==> config.mk <==
export PLATFORM = sky130hd
export DESIGN_NAME = ps2_host_tx
export DESIGN_NICKNAME = d
export VERILOG_FILES = /design/src/rtl/ps2_pkg.sv /design/src/rtl/ps2_clk_filter.sv /design/src/rtl/ps2_host_tx.sv
export SDC_FILE = /design/constraint.sdc
export NUM_CORES = 1
export LEC_CHECK = 0
export ABC_AREA = 0
export CAP_MARGIN = 40
export CORE_ASPECT_RATIO = 0.6
export CORE_MARGIN = 8
export CORE_UTILIZATION = 30
export CTS_CLUSTER_SIZE = 40
export DETAILED_ROUTE_END_ITERATION = 7
export HOLD_SLACK_MARGIN = 0.12
export SLEW_MARGIN = 30
export SYNTH_ARGS = -nofsm -noshare
export SYNTH_HDL_FRONTEND = slang
export SYNTH_HIERARCHICAL = 1
export SYNTH_SLANG_ARGS = --single-unit
export TNS_END_PERCENT = 5
==> constraint.sdc <==
create_clock -name Reloj -period 2 [get_ports Reloj]
set_input_delay 0.6 -clock Reloj [delete_from_list [all_inputs] [get_ports Reloj]]
set_output_delay 0.6 -clock Reloj [all_outputs]
set_load 0.02 [all_outputs]
==> src/rtl/ps2_pkg.sv <==
// ---------------------------------------------------------------------------
// ps2_pkg
// Shared definitions for the PS/2 host transmitter and keyboard receiver.
//   - ps2_state_e    : transmitter FSM states
//   - *_DEF          : default timing constants (100 MHz system clock)
//   - CMD_* / ACK_BYTE : common keyboard command and response codes
//   - make_frame()   : builds the 11-bit host-to-device frame, LSB sent first
// ---------------------------------------------------------------------------
package ps2_pkg;

   typedef enum logic [2:0] {
      IDLE,
      INHIBIT,
      RTS,
      SEND,
      ACK,
      WAIT_IDLE,
      DONE,
      ERR
   } ps2_state_e;

   localparam int INHIBIT_CYC_DEF = 12000;    // 120 us clock inhibit
   localparam int TIMEOUT_CYC_DEF = 2000000;  // 20 ms from clock release to ACK
   localparam int FILTER_LEN_DEF  = 8;        // ps2c glitch-filter depth

   // Number of extra attempts after a failed transfer when retry is built in.
   localparam logic [1:0] RETRY_MAX = 2'd2;

   localparam logic [7:0] CMD_SET_LED = 8'hED;
   localparam logic [7:0] CMD_RESET   = 8'hFF;
   localparam logic [7:0] CMD_ENABLE  = 8'hF4;
   localparam logic [7:0] ACK_BYTE    = 8'hFA;

   // {stop, odd parity, data[7:0], start}; bit 0 goes on the wire first.
   function automatic logic [10:0] make_frame(input logic [7:0] data);
      return {1'b1, ~^data, data, 1'b0};
   endfunction

endpackage

==> src/rtl/ps2_clk_filter.sv <==
// ---------------------------------------------------------------------------
// ps2_clk_filter
// Synchronises the PS/2 clock line, removes glitches with a FILTER_LEN-sample
// shift filter (output changes only on all-ones / all-zeros) and flags the
// filtered 1->0 transition with a registered one-cycle pulse.
// Shared by the host transmitter and the keyboard receiver.
// Ports:
//   Reloj      in   system clock
//   RST        in   asynchronous active-low reset
//   ps2c_in    in   raw PS/2 clock line level
//   ps2c_filt  out  filtered clock level (idles high)
//   ps2c_fall  out  one-cycle pulse, filtered falling edge
// FILTER_LEN must be at least 2.
// ---------------------------------------------------------------------------
module ps2_clk_filter #(
   parameter int FILTER_LEN = 8
) (
   input  logic Reloj,
   input  logic RST,
   input  logic ps2c_in,
   output logic ps2c_filt,
   output logic ps2c_fall
);

   logic [1:0]            sync_reg;
   logic [FILTER_LEN-1:0] shift_reg;
   logic                  filt_reg;
   logic                  fall_reg;
   logic                  all_ones;
   logic                  all_zeros;

   assign all_ones  = &shift_reg;
   assign all_zeros = ~|shift_reg;

   // The line idles high, so everything resets to 1 to avoid a false fall
   // right after reset.
   always_ff @(posedge Reloj or negedge RST) begin
      if (!RST) begin
         sync_reg  <= 2'b11;
         shift_reg <= '1;
         filt_reg  <= 1'b1;
         fall_reg  <= 1'b0;
      end else begin
         sync_reg  <= {sync_reg[0], ps2c_in};
         shift_reg <= {shift_reg[FILTER_LEN-2:0], sync_reg[1]};
         if (all_ones) begin
            filt_reg <= 1'b1;
         end else if (all_zeros) begin
            filt_reg <= 1'b0;
         end
         // Fires in the same cycle the filtered level first reads 0.
         fall_reg  <= filt_reg & all_zeros;
      end
   end

   assign ps2c_filt = filt_reg;
   assign ps2c_fall = fall_reg;

endmodule

==> src/rtl/ps2_host_tx.sv <==
// ---------------------------------------------------------------------------
// ps2_host_tx
// Host-to-device PS/2 transmitter. Inhibits the clock, issues request-to-send,
// shifts one byte out on device-generated clock falls and checks the device
// ACK. The keyboard receiver must ignore the lines while BUSY=1.
// Ports:
//   Reloj    in   system clock (100 MHz)
//   RST      in   asynchronous active-low reset; releases both lines at once
//   DATA_TX  in   byte to send, sampled when WR=1 in IDLE
//   WR       in   single-cycle send request (ignored while busy)
//   ps2c_in  in   PS/2 clock line level
//   ps2d_in  in   PS/2 data line level
//   ps2c_oe  out  1 = pull clock low
//   ps2d_oe  out  1 = pull data low
//   BUSY     out  transfer in progress
//   TX_DONE  out  one-cycle pulse: byte ACKed
//   TX_ERR   out  one-cycle pulse: NAK or timeout
// Build option: define PS2_TX_RETRY_EN to retry a failed transfer up to two
// more times (re-inhibit with the latched byte) before pulsing TX_ERR.
// ---------------------------------------------------------------------------
module ps2_host_tx
   import ps2_pkg::*;
#(
   parameter int INHIBIT_CYC = INHIBIT_CYC_DEF,
   parameter int TIMEOUT_CYC = TIMEOUT_CYC_DEF,
   parameter int FILTER_LEN  = FILTER_LEN_DEF
) (
   input  logic       Reloj,
   input  logic       RST,
   input  logic [7:0] DATA_TX,
   input  logic       WR,
   input  logic       ps2c_in,
   input  logic       ps2d_in,
   output logic       ps2c_oe,
   output logic       ps2d_oe,
   output logic       BUSY,
   output logic       TX_DONE,
   output logic       TX_ERR
);

   localparam int INH_W = $clog2(INHIBIT_CYC + 1);
   localparam int TO_W  = $clog2(TIMEOUT_CYC + 1);

   ps2_state_e        state_reg, state_next;
   logic [10:0]       frame_reg;
   logic [7:0]        data_reg;
   logic [3:0]        bit_cnt_reg;
   logic [INH_W-1:0]  inh_cnt_reg;
   logic [TO_W-1:0]   to_cnt_reg;
   logic [1:0]        ps2d_sync_reg;

   logic              ps2c_filt;
   logic              ps2c_fall;
   logic              ps2d_s;
   logic              timeout;
   logic              fail;
   logic              retry_left;
   logic              wait_active;

   ps2_clk_filter #(
      .FILTER_LEN (FILTER_LEN)
   ) u_clk_filter (
      .Reloj     (Reloj),
      .RST       (RST),
      .ps2c_in   (ps2c_in),
      .ps2c_filt (ps2c_filt),
      .ps2c_fall (ps2c_fall)
   );

   assign ps2d_s      = ps2d_sync_reg[1];
   assign timeout     = (to_cnt_reg == TO_W'(TIMEOUT_CYC));
   // States in which the device owes us clock activity.
   assign wait_active = (state_reg == RTS) || (state_reg == SEND) ||
                        (state_reg == ACK) || (state_reg == WAIT_IDLE);

`ifdef PS2_TX_RETRY_EN
   logic [1:0] retry_cnt_reg;

   always_ff @(posedge Reloj or negedge RST) begin
      if (!RST) begin
         retry_cnt_reg <= 2'd0;
      end else if (state_reg == IDLE) begin
         retry_cnt_reg <= 2'd0;
      end else if (fail && retry_left) begin
         retry_cnt_reg <= retry_cnt_reg + 2'd1;
      end
   end

   assign retry_left = (retry_cnt_reg != RETRY_MAX);
`else
   assign retry_left = 1'b0;
`endif

   // FSM state register
   always_ff @(posedge Reloj or negedge RST) begin
      if (!RST) begin
         state_reg <= IDLE;
      end else begin
         state_reg <= state_next;
      end
   end

   // FSM next state and outputs
   always_comb begin
      state_next = state_reg;
      ps2c_oe    = 1'b0;
      ps2d_oe    = 1'b0;
      BUSY       = 1'b0;
      TX_DONE    = 1'b0;
      TX_ERR     = 1'b0;
      fail       = 1'b0;
      unique case (state_reg)
         IDLE: begin
            if (WR) begin
               state_next = INHIBIT;
            end
         end
         INHIBIT: begin
            ps2c_oe = 1'b1;
            BUSY    = 1'b1;
            if (inh_cnt_reg == INH_W'(INHIBIT_CYC - 1)) begin
               state_next = RTS;
            end
         end
         RTS: begin
            ps2c_oe = 1'b1;
            ps2d_oe = ~frame_reg[0];
            BUSY    = 1'b1;
            if (timeout) begin
               fail = 1'b1;
            end else begin
               state_next = SEND;
            end
         end
         SEND: begin
            ps2d_oe = ~frame_reg[0];
            BUSY    = 1'b1;
            if (timeout) begin
               fail = 1'b1;
            end else if (ps2c_fall && bit_cnt_reg == 4'd9) begin
               state_next = ACK;
            end
         end
         ACK: begin
            BUSY = 1'b1;
            if (timeout) begin
               fail = 1'b1;
            end else if (ps2c_fall) begin
               if (ps2d_s) begin
                  fail = 1'b1;
               end else begin
                  state_next = WAIT_IDLE;
               end
            end
         end
         WAIT_IDLE: begin
            BUSY = 1'b1;
            if (timeout) begin
               fail = 1'b1;
            end else if (ps2c_filt && ps2d_s) begin
               state_next = DONE;
            end
         end
         DONE: begin
            TX_DONE    = 1'b1;
            state_next = IDLE;
         end
         ERR: begin
            TX_ERR     = 1'b1;
            state_next = IDLE;
         end
         default: begin
            state_next = IDLE;
         end
      endcase
      if (fail) begin
         state_next = retry_left ? INHIBIT : ERR;
      end
   end

   // Datapath: byte latch, frame shifter, counters, data-line synchroniser
   always_ff @(posedge Reloj or negedge RST) begin
      if (!RST) begin
         frame_reg     <= '1;
         data_reg      <= '0;
         bit_cnt_reg   <= '0;
         inh_cnt_reg   <= '0;
         to_cnt_reg    <= '0;
         ps2d_sync_reg <= 2'b11;
      end else begin
         ps2d_sync_reg <= {ps2d_sync_reg[0], ps2d_in};

         if (state_reg == IDLE && WR) begin
            data_reg <= DATA_TX;
         end

         if (state_reg == INHIBIT) begin
            inh_cnt_reg <= inh_cnt_reg + 1'b1;
         end else begin
            inh_cnt_reg <= '0;
         end

         // Starts at 0 in RTS so it reads N exactly N cycles after release.
         if (wait_active) begin
            to_cnt_reg <= to_cnt_reg + 1'b1;
         end else begin
            to_cnt_reg <= '0;
         end

         // Reloaded on every inhibit so a retry resends the same byte.
         if (state_reg == INHIBIT) begin
            frame_reg   <= make_frame(data_reg);
            bit_cnt_reg <= '0;
         end else if (state_reg == SEND && ps2c_fall) begin
            frame_reg   <= {1'b1, frame_reg[10:1]};
            bit_cnt_reg <= bit_cnt_reg + 4'd1;
         end
      end
   end

endmodule

==> results of run 1 <==
routing by layer:
metal  wire [µm]  global-route usage, %  share of wire [%]  up-vias
li1            -                      -                  -     1214
met1        3661                  13.47                 52     1194
met2        2984                  14.22                 42       48
met3         347                  3.604                4.9        9
met4          78                  3.709                1.1        0
met5           0                      0                  0        -
path summary, 6_finish.rpt:
path,startpoint,end,slack [ns],depth (start not counted)
min in group asynchronous,RST,data_reg[0]$_DFFE_PN0P_,0.64,2
setup reg to reg,state_reg[1]$_DFFE_PN0P_,frame_reg[2]$_DFFE_PN1P_,0.20,7
hold reg to reg,u_clk_filter/sync_reg[0]$_DFF_PN1_,u_clk_filter/sync_reg[1]$_DFF_PN1_,0.36,0
setup / recovery,state_reg[1]$_DFFE_PN0P_,ps2c_oe,0.10,4
max in group asynchronous,RST,u_clk_filter/shift_reg[5]$_DFF_PN1_,0.78,3
hold / removal,u_clk_filter/sync_reg[0]$_DFF_PN1_,u_clk_filter/sync_reg[1]$_DFF_PN1_,0.36,0
synth_stat cells (2+ instances only):
cell	n
o21ai_1	2
a21oi_1	6
nand4_1	10
mux2_2	8
nand2_1	39
and4_4	2
ha_1	7
buf_2	5
o21ai_0	8
clkbuf_1	3
xor2_1	21
and3_1	7
dfrtp_1	51
xnor2_1	16
nand2b_1	2
and2_1	3
or3_1	3
nor2_1	42
inv_1	9
a221oi_1	2
a31oi_1	3
nor2_2	2
nor4_2	3
and4_1	2
nor3_1	3
nor2b_1	3
dfstp_2	23
nand3_1	13
a22oi_1	6
layout make-up:
| cell class | count | area, µm² |
|---|---|---|
| clock buffers | 12 | 246.5 |
| clock inverters | 4 | 75.07 |
| fillers | 1080 | 7058 |
| inverters | 9 | 33.78 |
| multi-input cells | 237 | 1577 |
| flip-flops and latches | 74 | 1881 |
| well taps | 160 | 200.2 |
| repair buffers | 34 | 302.8 |
repair_timing:
action,CTS,global route
endpoints found under the setup margin,5,5
endpoints found under the hold margin,2,0
hold buffers,1,0
gates resized for setup,16,8
through the flow:
stage / hold WS (ns) / setup slack [ns]
floorplan: 0.3044 / 0.1017
global placement: 0.3479 / -0.07813
finish: 0.3563 / 0.1016
detailed placement: 0.3488 / -0.03918
global route: 0.3631 / 0.009544
CTS: 0.3573 / 0.006473
kinds of logic (layout without fill, tap and decap cells):
| family | after synthesis | in the layout | synth area share, % |
|---|---|---|---|
| multiplexers | 8 | 8 | 2.561 |
| AO/OA/AOI/OAI | 38 | 38 | 7.682 |
| buffers and inverters | 17 | 59 | 1.991 |
| flip-flops | 74 | 74 | 53.45 |
| XOR/XNOR | 37 | 37 | 9.211 |
| AND/OR/NAND/NOR | 147 | 147 | 22.62 |
| adder cells (fa/ha/maj) | 7 | 7 | 2.489 |
power by group:
part,leakage (nW),switching (mW),internal (mW)
Combinational,0.718,0.994,0.835
Clock,0.149,0.613,1.13
Sequential,0.928,0.198,1.83
Total,1.80,1.80,3.80
==> summary.txt, run 1 <==
Outcome
  – Status: finished clean

Clock tree
  – TritonCTS clock tree: done
  – Clock sink count: 74
  – Skew-Pair Late Insertion Delay: 0.33 ns
  – Setup bufs post-CTS: 0
  – TritonCTS Buffers: 9
  – Clock slew at reported path FFs: 0.06 ns
  – Clock Tree Root: clkbuf_16
  – Max Buffers Root-to-Sink: 2
  – H-tree Lvls: 3

Finish
  – Most frequent cells in the layout: 51 x dfrtp_1, 42 x nor2_1, 38 x nand2_1
  – Largest register FFs: 21
  – Final Net Count: 385
  – Commonest non-fill, non-tap cell in the layout: dfrtp_1
  – Final Core Density: 37.94%
  – Area growth, synth to finish: 22.65%
  – Fin area: 0.004315 mm²
  – Share of layout cells above drive strength 1: between 20% and 30%
  – Layout Cells excl Fill: 530
  – # diodes: 0

Place
  – Post-Place Cell Area: 0.003993 mm²
  – RD Place Congestion: 0.7581
  – DP Cell Count: 513
  – Dpl hpwl: 4894 µm
  – IO Port Bufs: 17

Synth
  – Share of the synthesized area in the top cell type: a little over a third
  – Synthesized area: 0.003518 mm²
  – Most common flop cell mapped by yosys: dfrtp_1
  – Post-synth EDFFs: 0
  – Mapped Nets: 348
  – Post-synthesis sequential area ratio: 53.45%
  – Syn Area/Cell: 10.73 µm²
  – Top cells by area, synth: dfrtp_1 36%, dfstp_2 17%, xor2_1 5.2%, nor2_1 4.5%, nand2_1 4.2%
  – Cell taking the most area after synthesis: dfrtp_1
  – Post-Syn Instances: 328
  – Flops & latches, synth: 74
  – Synth unique cells: 53
  – Asr flop ratio synth: 100.0%
  – Ys Warns: 6

Routing
  – DRC: 0
  – Via density: 4.651
  – Mean routed wirelength per cell: 13.34 µm
  – DRT Wirelength: 7072 µm
  – Number of DRC markers in iteration 0: 107
  – Via count: 2,465
  – ANT nets after route: 0
  – Drt first pass iters: 4

Timing
  – Crit share post-route: 94.92%
  – Max-slew violations: 0
  – Slew margin rel.: 70.11%
  – Fin. Hold Viols: 0
  – RSZ-0062 raised after global routing: no
  – Setup violators final: 0
  – Setup TNS: 0 ns
  – Clk_skew: 0.002643 ns
  – Worst-Margin Slew: 0.4467 ns
  – Tmin final: between 1.5 and 2 ns
  – Fmax achieved: 0.5268 GHz

Critical path
  – Startpoint Class: register
  – Buf+Inv Stages, Crit Path: 2
  – CP Data Arrival Time: 1.30 ns
  – Crit-path max cell delay: 0.38 ns
  – Crit. End Element: output pin
  – Crit path max-delay cell type: dfrtp_1
  – Most used cell, CP: buf_4
  – Crit path cell chain: buf_4, nand2b_1, a21oi_2, buf_4
  – Worst-path fanout max: 5
  – Critical path required time: 1.40 ns
  – Critical path's top delay family: flip-flops
  – Critical path class: reg -> out

Floorplanning
  – Die ar.: 0.01556 mm²
  – Ports: 18
  – Initial Utilization: a little under a third
  – Core area: 0.01137 mm²
  – Die X: 155.8 µm
  – Chip height: between 90 and 100 µm
  – Rows: 30

Global routing
  – Initial antenna violation count: 0
  – Total track usage: 9.967%
  – Vias in the first global route: about 2.6k
  – Overflow after GRT: 0
  – First-pass GRT wire length: 12,450 µm
  – Largest net degree at the start of global routing: 59

Pwr
  – Pleak: about 1.8 nW
  – Tot Pwr: 5.599 mW
  – VDD IR max: 0.5669 mV
  – Pwr Density: 1298 mW/mm²

Run
  – Max cap viols: 0

Min path
  – Hold Path Class: reg -> reg
Power figures use the tool's default switching activity.
==> run 2, diff against run 1 <==
--- a/config.mk
+++ b/config.mk
@@ -6,7 +6,6 @@
 export NUM_CORES = 1
 export LEC_CHECK = 0
 export ABC_AREA = 0
-export CAP_MARGIN = 40
 export CORE_ASPECT_RATIO = 0.6
 export CORE_MARGIN = 8
 export CORE_UTILIZATION = 30
==> results of run 2 <==
No change in the layout: final DEF, timing and power equal those of run 1.
